`src/rtl/ara_wbeat_serializer.sv`:
```
// Snoops the VLSU AXI W channel and replays each accepted beat as a
// stream of its strobed bytes, lowest lane first, through a small FIFO.
module ara_wbeat_serializer #(
    parameter int unsigned DataWidth = 128,
    parameter int unsigned Depth     = 4
) (
    input  logic                   clk_i,
    input  logic                   rst_i,
    input  logic                   en_i,
    input  logic [DataWidth-1:0]   w_data_i,
    input  logic [DataWidth/8-1:0] w_strb_i,
    input  logic                   w_valid_i,
    input  logic                   w_ready_i,
    output logic [7:0]             byte_o,
    output logic                   byte_valid_o,
    input  logic                   byte_ready_i,
    output logic                   overflow_o,
    output logic [31:0]            drop_cnt_o,
    output logic                   busy_o
);

    localparam int unsigned StrbW = DataWidth / 8;
    localparam int unsigned PtrW  = $clog2(Depth);
    localparam int unsigned IdxW  = $clog2(StrbW);
    localparam int unsigned CntW  = PtrW + 1;

    typedef logic [DataWidth-1:0] data_t;
    typedef logic [StrbW-1:0]     strb_t;

    data_t           data_q [Depth];
    data_t           data_d [Depth];
    strb_t           strb_q [Depth];
    strb_t           strb_d [Depth];
    logic [PtrW-1:0] wptr_q, wptr_d;
    logic [PtrW-1:0] rptr_q, rptr_d;
    logic [PtrW-1:0] rptr_nxt;
    logic [CntW-1:0] cnt_q, cnt_d;
    strb_t           hs_q, hs_d;
    strb_t           hs_clr;
    logic            ovf_q, ovf_d;
    logic [31:0]     drop_q, drop_d;

    logic            cap;
    logic            empty;
    logic            full;
    logic            fire;
    logic            pop;
    logic            push;
    logic            drop;
    logic [IdxW-1:0] idx;
    data_t           head_data;

    // Lowest set bit of the working strobe selects the lane to emit.
    always_comb begin
        idx = '0;
        for (int i = StrbW - 1; i >= 0; i--) begin
            if (hs_q[i]) begin
                idx = IdxW'(i);
            end
        end
    end

    always_comb begin
        cap       = en_i & w_valid_i & w_ready_i & (|w_strb_i);
        empty     = (cnt_q == '0);
        full      = (cnt_q == CntW'(Depth));
        head_data = data_q[rptr_q];
        rptr_nxt  = rptr_q + PtrW'(1);
        hs_clr    = hs_q & ~(strb_t'(1) << idx);
        fire      = ~empty & byte_ready_i;
        pop       = fire & ~(|hs_clr);
        push      = cap & (~full | pop);
        drop      = cap & full & ~pop;
    end

    always_comb begin
        data_d = data_q;
        strb_d = strb_q;
        wptr_d = wptr_q;
        rptr_d = rptr_q;
        cnt_d  = cnt_q;
        hs_d   = hs_q;
        ovf_d  = ovf_q;
        drop_d = drop_q;

        if (push) begin
            data_d[wptr_q] = w_data_i;
            strb_d[wptr_q] = w_strb_i;
            wptr_d         = wptr_q + PtrW'(1);
        end

        if (pop) begin
            rptr_d = rptr_nxt;
        end

        unique case ({push, pop})
            2'b10:   cnt_d = cnt_q + CntW'(1);
            2'b01:   cnt_d = cnt_q - CntW'(1);
            default: cnt_d = cnt_q;
        endcase

        if (fire) begin
            hs_d = hs_clr;
        end

        // With one entry left, a simultaneous push becomes the new head
        // before it is visible in the strobe array.
        if (pop) begin
            if (cnt_q > CntW'(1)) begin
                hs_d = strb_q[rptr_nxt];
            end else if (push) begin
                hs_d = w_strb_i;
            end else begin
                hs_d = '0;
            end
        end else if (push && empty) begin
            hs_d = w_strb_i;
        end

        if (drop) begin
            ovf_d = 1'b1;
            if (drop_q != 32'hFFFF_FFFF) begin
                drop_d = drop_q + 32'd1;
            end
        end
    end

    always_ff @(posedge clk_i) begin
        if (rst_i) begin
            wptr_q <= '0;
            rptr_q <= '0;
            cnt_q  <= '0;
            hs_q   <= '0;
            ovf_q  <= 1'b0;
            drop_q <= '0;
        end else begin
            wptr_q <= wptr_d;
            rptr_q <= rptr_d;
            cnt_q  <= cnt_d;
            hs_q   <= hs_d;
            ovf_q  <= ovf_d;
            drop_q <= drop_d;
        end
    end

    always_ff @(posedge clk_i) begin
        data_q <= data_d;
        strb_q <= strb_d;
    end

    assign byte_valid_o = ~empty;
    assign busy_o       = ~empty;
    assign byte_o       = empty ? 8'h00 : head_data[{idx, 3'b000} +: 8];
    assign overflow_o   = ovf_q;
    assign drop_cnt_o   = drop_q;

endmodule
```
`config.mk`:
```
export PLATFORM = sky130hd
export DESIGN_NAME = ara_wbeat_serializer
export DESIGN_NICKNAME = d
export VERILOG_FILES = /design/src/rtl/ara_wbeat_serializer.sv
export SDC_FILE = /design/constraint.sdc
export NUM_CORES = 1
export LEC_CHECK = 0
export CAP_MARGIN = 10
export CORE_MARGIN = 1.5
export CORE_UTILIZATION = 26
export CTS_BUF_LIST = sky130_fd_sc_hd__clkbuf_4
export CTS_CLUSTER_DIAMETER = 100
export DETAILED_ROUTE_END_ITERATION = 10
export PLACE_DENSITY_LB_ADDON = 0.25
export SYNTH_ARGS = -nofsm -noshare
export SYNTH_HDL_FRONTEND = slang
export SYNTH_SLANG_ARGS = --single-unit
```
`constraint.sdc`:
```
create_clock -name clk_i -period 7.3 [get_ports clk_i]
set_input_delay 1.46 -clock clk_i [delete_from_list [all_inputs] [get_ports clk_i]]
set_output_delay 1.46 -clock clk_i [all_outputs]
set_load 0.01 [all_outputs]
```
### Word level (Yosys, flattened, before mapping)

Index checks and enable logic that the tools add are counted.

| storage, ports and cells | value |
|---|---|
| RAM bits | 0 |
| bits in registers | 632 |
| output and inout bits | 43 |
| latch bits | 0 |
| memories kept | 0 |
| input port bits | 150 |
| word-level logic and storage cells | 91 |
| bits in read-only memories | 0 |

| operators by class | value |
|---|---|
| multiply operators | 0 |
| $add $sub $neg | 5 |
| mux-type cells | 35 |
| bitwise operators | 18 |
| eq/ne operators | 4 |
| order comparisons | 5 |
| reductions and logical operators | 8 |
| div/mod/pow operators | 0 |
| shifts and indexed selects | 2 |

Operators with widths:

| operator | number |
|---|---|
| $bwmux 512 | 1 |
| $mux 128 | 3 |
| $bmux 128 s2 | 1 |
| $demux 128 s2 | 1 |
| $mux 16 | 8 |
| $shiftx 128x8->8 | 1 |
| $bwmux 64 | 1 |
| $mux 4 | 16 |
| $add 32x1->32 const B | 1 |
| $bmux 16 s2 | 1 |
| $demux 16 s2 | 1 |
| $ne 32x32->1 const B | 1 |
| $reduce_or 16->1 | 2 |
| $and 16x16->16 | 1 |
| $not 16->16 | 1 |
| $shl 1x4->16 const A | 1 |
| $ge 3x3->1 const B | 3 |
| $not 2->3 | 3 |
| $and 1x1->1 | 8 |
| $mux 8 | 1 |
| $pmux 3 s2 | 1 |
| $add 2x1->2 const B | 2 |
| $not 1->1 | 4 |
| $add 3x1->3 const B | 1 |
| other kinds (12) | 13 |

### Logic depth before layout (Yosys ltp)

| logic depth | value |
|---|---|
| word-level depth | 27 |
| gate-level depth with buffers | 17 |
| depth with buffers taken out | 16 |

### Least setup slack after synthesis

OpenSTA, ideal clock, no wires.

| timing | value |
|---|---|
| path kind | input-to-reg |
| start point | input port byte_ready_i |
| end point | register data_q[0] (netlist bit), enable pin |
| data arrival time | 5.863 ns |
| setup time | 0.521 ns |
| stages on the path | 8 |
| path buffers | 0 |
| data required time | 6.779 ns |
| path slack | 0.916 ns |
| cells stage by stage | nand2_1 -> a21oi_1 -> o21ai_0 -> nor3b_2 -> nand4_2 -> nor2_2 -> o21a_1 -> and2_1 |

| between the ends | value |
|---|---|
| longest elaborated chain between the ends | 4 |

RTL lines:

| what | RTL line | text |
|---|---|---|
| start, declared | 16 | `input logic byte_ready_i,` |
| $and 1x1->1 | 70 | `fire = ~empty & byte_ready_i;` |
| $and 1x1->1 | 71 | `pop = fire & ~(\|hs_clr);` |
| $or 1x1->1 | 72 | `push = cap & (~full \| pop);` |
| $and 1x1->1 | 72 |  |
| end signal, assigned | 147 | `data_q <= data_d;` |
| end, declared | 30 | `data_t data_q [Depth];` |

Every way passes these cells.
A chain may end at the register's enable or synchronous reset.

### Worst setup path after layout

| timing | value |
|---|---|
| start point | register hs_q[13] |
| end point | output port byte_o[5] |

| between the ends | value |
|---|---|
| longest elaborated chain between the ends | 16 |

RTL lines:

| what | RTL line | text |
|---|---|---|
| start, declared | 38 | `strb_t hs_q, hs_d;` |
| start signal, assigned | 140 | `hs_q <= hs_d;` |
| $mux 4 (14 in series) | 57 | `if (hs_q[i]) begin` |
| $shiftx 128x8->8 | 153 | `assign byte_o = empty ? 8'h00 : head_data[{idx, 3'b000} +: 8];` |
| $mux 8 | 153 |  |
| end, declared | 14 | `output logic [7:0] byte_o,` |

Every way passes these cells.

==> key figures <==
Setup path
  – Register-to-register setup slack: between 2 and 2.5 ns
  – Cell count of the worst reg-to-reg path: 11
  – Worst Path Arrival: 5.00 ns
  – Critical path startpoint category: flip-flop
  – Kind of critical path: reg -> out
  – Crit. End Element: primary output
  – R2R Path End: data_q[161]
  – Worst Setup SP: hs_q[13]
  – Peak fanout along the critical path: 33
  – Startpoint of the most critical register-to-register path: hs_q[8]
  – Worst setup endpoint: byte_o[5]
  – Data required time at the worst endpoint: ~6 ns

Floorplan
  – DIE WIDTH: roughly 320 µm
  – Row cnt: between 100 and 150
  – Vertical die dimension: around 320 µm
  – Die Footprint: approximately 100000 µm²
  – Number of top-level design ports: roughly 190
  – Core area: around 97000 µm²
  – Starting density of the core: 0.2628

STA
  – Maximum clock frequency: 0.1549 GHz
  – Relative slew slack: 0.2230
  – Final hold violation count: 0
  – Post-route clock period utilization: 0.8845
  – Number of pins exceeding their max-slew limit in the final report: 0
  – Sum of negative setup slack: 0 ns
  – Unrepaired setup endpoints after global routing: false
  – Final hold slack: ~0.49 ns
  – Crit path setup slack, layout: between 0.8 and 0.9 ns
  – Final number of setup-violating endpoints: 0
  – Slew at the pin with the worst max-slew slack: roughly 1.2 ns
  – Setup clock skew after layout: 0.07181 ns
  – Final critical-path required period: about 6.5 ns

Detailed routing
  – Detail-routed net length per standard cell: between 20 and 25 µm
  – Remaining number of nets flagged by the antenna check after routing: 0
  – Post-route DRC violation count: 0
  – Routed vias/inst: about 4.7
  – First-pass detailed-route iteration total: 5
  – DR vias: between 10000 and 15000
  – Final wirelength: 69.37 mm
  – Initial drt markers: approximately 1100

Clock network
  – # Post-CTS Setup Buffers: 0
  – Num CTS Buffers: between 150 and 200
  – CTS tree: built
  – Hold-fix buffer count after cts: 0
  – Count of H-tree levels built during CTS: 4
  – # clock sinks: approximately 630
  – Skew-Pair Late Insertion Delay: between 1 and 1.5 ns
  – Maximum number of buffers from clock root to sink: 3
  – Worst-path clk slew: around 0.070 ns
  – Number of gates resized after cts: 0
  – Root Driver: sky130_fd_sc_hd__clkbuf_4

Outcome
  – Outcome: completed

GRT
  – Number of antenna violations at the first check in global routing: 22
  – GRT met3 Usage: 0.04716
  – Top Usage Layer GRT: met2
  – Global-route wire length before repair: approximately 100 mm
  – All-layer global routing usage: 0.1397
  – Pin count of the biggest net entering global routing: 86
  – Aggregate global routing overflow: 0
  – Met1 usage: 0.1735
  – Vias in the first global route: approximately 15000
  – Met2 global-route usage: 0.2266

Pwr
  – Power per cell area: approximately 280 nW/µm²
  – Leakage power: between 9 and 10 nW
  – Overall power after layout: a little under 9 mW
  – Max rail drop VDD: 0.0002243 V

Placed design
  – Dpl cell area: about 29000 µm²
  – Place WS: about 1.5 ns
  – Global placer's final weighted congestion: ~0.85
  – Placed Cells incl. Taps: 2857
  – Post-DP HPWL: approximately 44 mm
  – Count of input and output buffers: between 150 and 200

Yosys
  – Register area share after synthesis: 0.7248
  – Synth top area cells: sky130_fd_sc_hd__edfxtp_1 68%, sky130_fd_sc_hd__mux4_2 13%, sky130_fd_sc_hd__dfxtp_1 4.4%
  – Number of enable-type register cells in the synthesized netlist: 576
  – Mean post-synth cell area: ~18 µm²
  – Number of synthesized register bits: ~630
  – Async set or reset register ratio after synthesis: 0
  – Post-Syn Instances: roughly 1400
  – Syn_nets: between 1500 and 2000
  – Top cell type's share of synthesized area: 0.6807
  – Post-synth cell types: a little under 70
  – Cell area after synthesis: 25410 µm²
  – Post-synth top area cell: sky130_fd_sc_hd__edfxtp_1
  – Dominant synthesized flop cell: sky130_fd_sc_hd__edfxtp_1
  – Number of synthesis warnings: 0

Layout
  – Syn-to-layout area delta: 22.84%
  – Register Area: between 15000 and 20000 µm²
  – Area used by multi-input combinational logic: 6616 µm²
  – Filler cell count in the final layout: 9487
  – Ratio of cells with drive above 1 in the final layout: 0.2537
  – Design Area, Final: 31210 µm²
  – Fin util: 0.3228
  – Finished Layout Cells: roughly 3200
  – Number of nets in the layout: 1913

Min path
  – Min-Delay Path Class: reg -> reg

Flow run
  – Max Cap Viol: 0
cell usage in the layout (no fill, tap or decap), types with 8 or more instances in the layout:
cell type / count
sky130_fd_sc_hd__o21ai_0: 29
sky130_fd_sc_hd__a311oi_1: 22
sky130_fd_sc_hd__buf_12: 11
sky130_fd_sc_hd__buf_4: 20
sky130_fd_sc_hd__diode_2: 10
sky130_fd_sc_hd__nor2_1: 68
sky130_fd_sc_hd__dfxtp_1: 54
sky130_fd_sc_hd__edfxtp_1: 576
sky130_fd_sc_hd__or4_1: 16
sky130_fd_sc_hd__a21oi_1: 41
sky130_fd_sc_hd__nand3_1: 17
sky130_fd_sc_hd__o22ai_1: 26
sky130_fd_sc_hd__clkbuf_4: 255
sky130_fd_sc_hd__o211ai_1: 8
sky130_fd_sc_hd__o31ai_1: 20
sky130_fd_sc_hd__and3_1: 23
sky130_fd_sc_hd__or3_1: 13
sky130_fd_sc_hd__nor3_1: 9
sky130_fd_sc_hd__nand2_1: 120
sky130_fd_sc_hd__mux4_2: 144
sky130_fd_sc_hd__o21a_1: 8
sky130_fd_sc_hd__a211oi_1: 13
sky130_fd_sc_hd__clkinv_1: 15
sky130_fd_sc_hd__clkdlybuf4s50_1: 191
sky130_fd_sc_hd__nor4_1: 15
sky130_fd_sc_hd__inv_1: 19
sky130_fd_sc_hd__ha_1: 10
metal layers:
metal  vias up  part of all wire
met2       482              0.49
li1       6632                 -
met5         -            0.0027
met4        30             0.022
met3       146             0.073
met1      7600              0.42
worst max-delay path: stages (launching register included):
cell and delay (ns):
sky130_fd_sc_hd__dfxtp_1 0.47, sky130_fd_sc_hd__nor2_1 0.07, sky130_fd_sc_hd__a221oi_1 0.59, sky130_fd_sc_hd__o22ai_2 0.23, sky130_fd_sc_hd__o221ai_4 0.20, sky130_fd_sc_hd__buf_4 0.44, sky130_fd_sc_hd__o22ai_1 0.21, sky130_fd_sc_hd__a311oi_1 0.52
sky130_fd_sc_hd__o31ai_1 0.17, sky130_fd_sc_hd__a31oi_1 0.48, sky130_fd_sc_hd__clkdlybuf4s50_1 0.64
power breakdown:
group	switching, mW	internal (mW)
registers	0.0565	4.00
logic	1.05	0.609
clock network	1.46	1.70
total	2.57	6.31
worst min path at each step:
stage / from / cells after the start / endpoint / slack (ns)
finish: overflow_o / 2 / overflow_o / 0.49
global route: overflow_o / 2 / overflow_o / 0.52
CTS: overflow_o / 2 / overflow_o / 0.49
detailed placement: overflow_o / 2 / overflow_o / 0.48
global placement: overflow_o / 2 / overflow_o / 0.46
floorplan: hs_q[12] / 2 / hs_q[12] / 0.48
synth_stat cells (all sizes together) (9+ instances only):
cell type	instances
nand3	17
nor2	70
inv	19
nor3	9
nand2	121
and2	11
dfxtp	56
nor4	17
a21oi	43
o31ai	20
or4	16
or3	13
clkbuf	60
a211oi	14
and3	23
a311oi	22
o21ai	35
o22ai	27
ha	10
mux4	144
edfxtp	576
buf	23
cell type report:
cell class	instances	share of cell area
diodes	10	0.0008017
clock inverters	31	0.008057
repair buffers	224	0.07415
flip-flops and latches	632	0.5903
clock buffers	255	0.06133
multi-input cells	707	0.2120
inverters	19	0.002285
well taps	1276	0.05115
sequential cells by signal, summed over array words and instances (netlist names):
signal,flops
data_q,512
strb_q,64
drop_cnt_o,32
hs_q,16
cnt_q,3
rptr_q,2
wptr_q,2
overflow_o,1
kinds of logic (layout without fill, tap and decap cells):
| logic type | count (synthesis) | after routing | synth area share |
|---|---|---|---|
| AOI/OAI and AO/OA | 212 | 212 | 0.05761 |
| buffers and inverters | 102 | 529 | 0.01620 |
| xor gates and xnor gates | 7 | 7 | 0.002413 |
| other | 0 | 10 | 0 |
| muxes | 152 | 152 | 0.1310 |
| adders and majority gates | 10 | 10 | 0.004924 |
| DFF | 632 | 632 | 0.7248 |
| and+or+nand+nor | 326 | 326 | 0.06303 |
No activity file was read; power rests on OpenSTA's default activity.
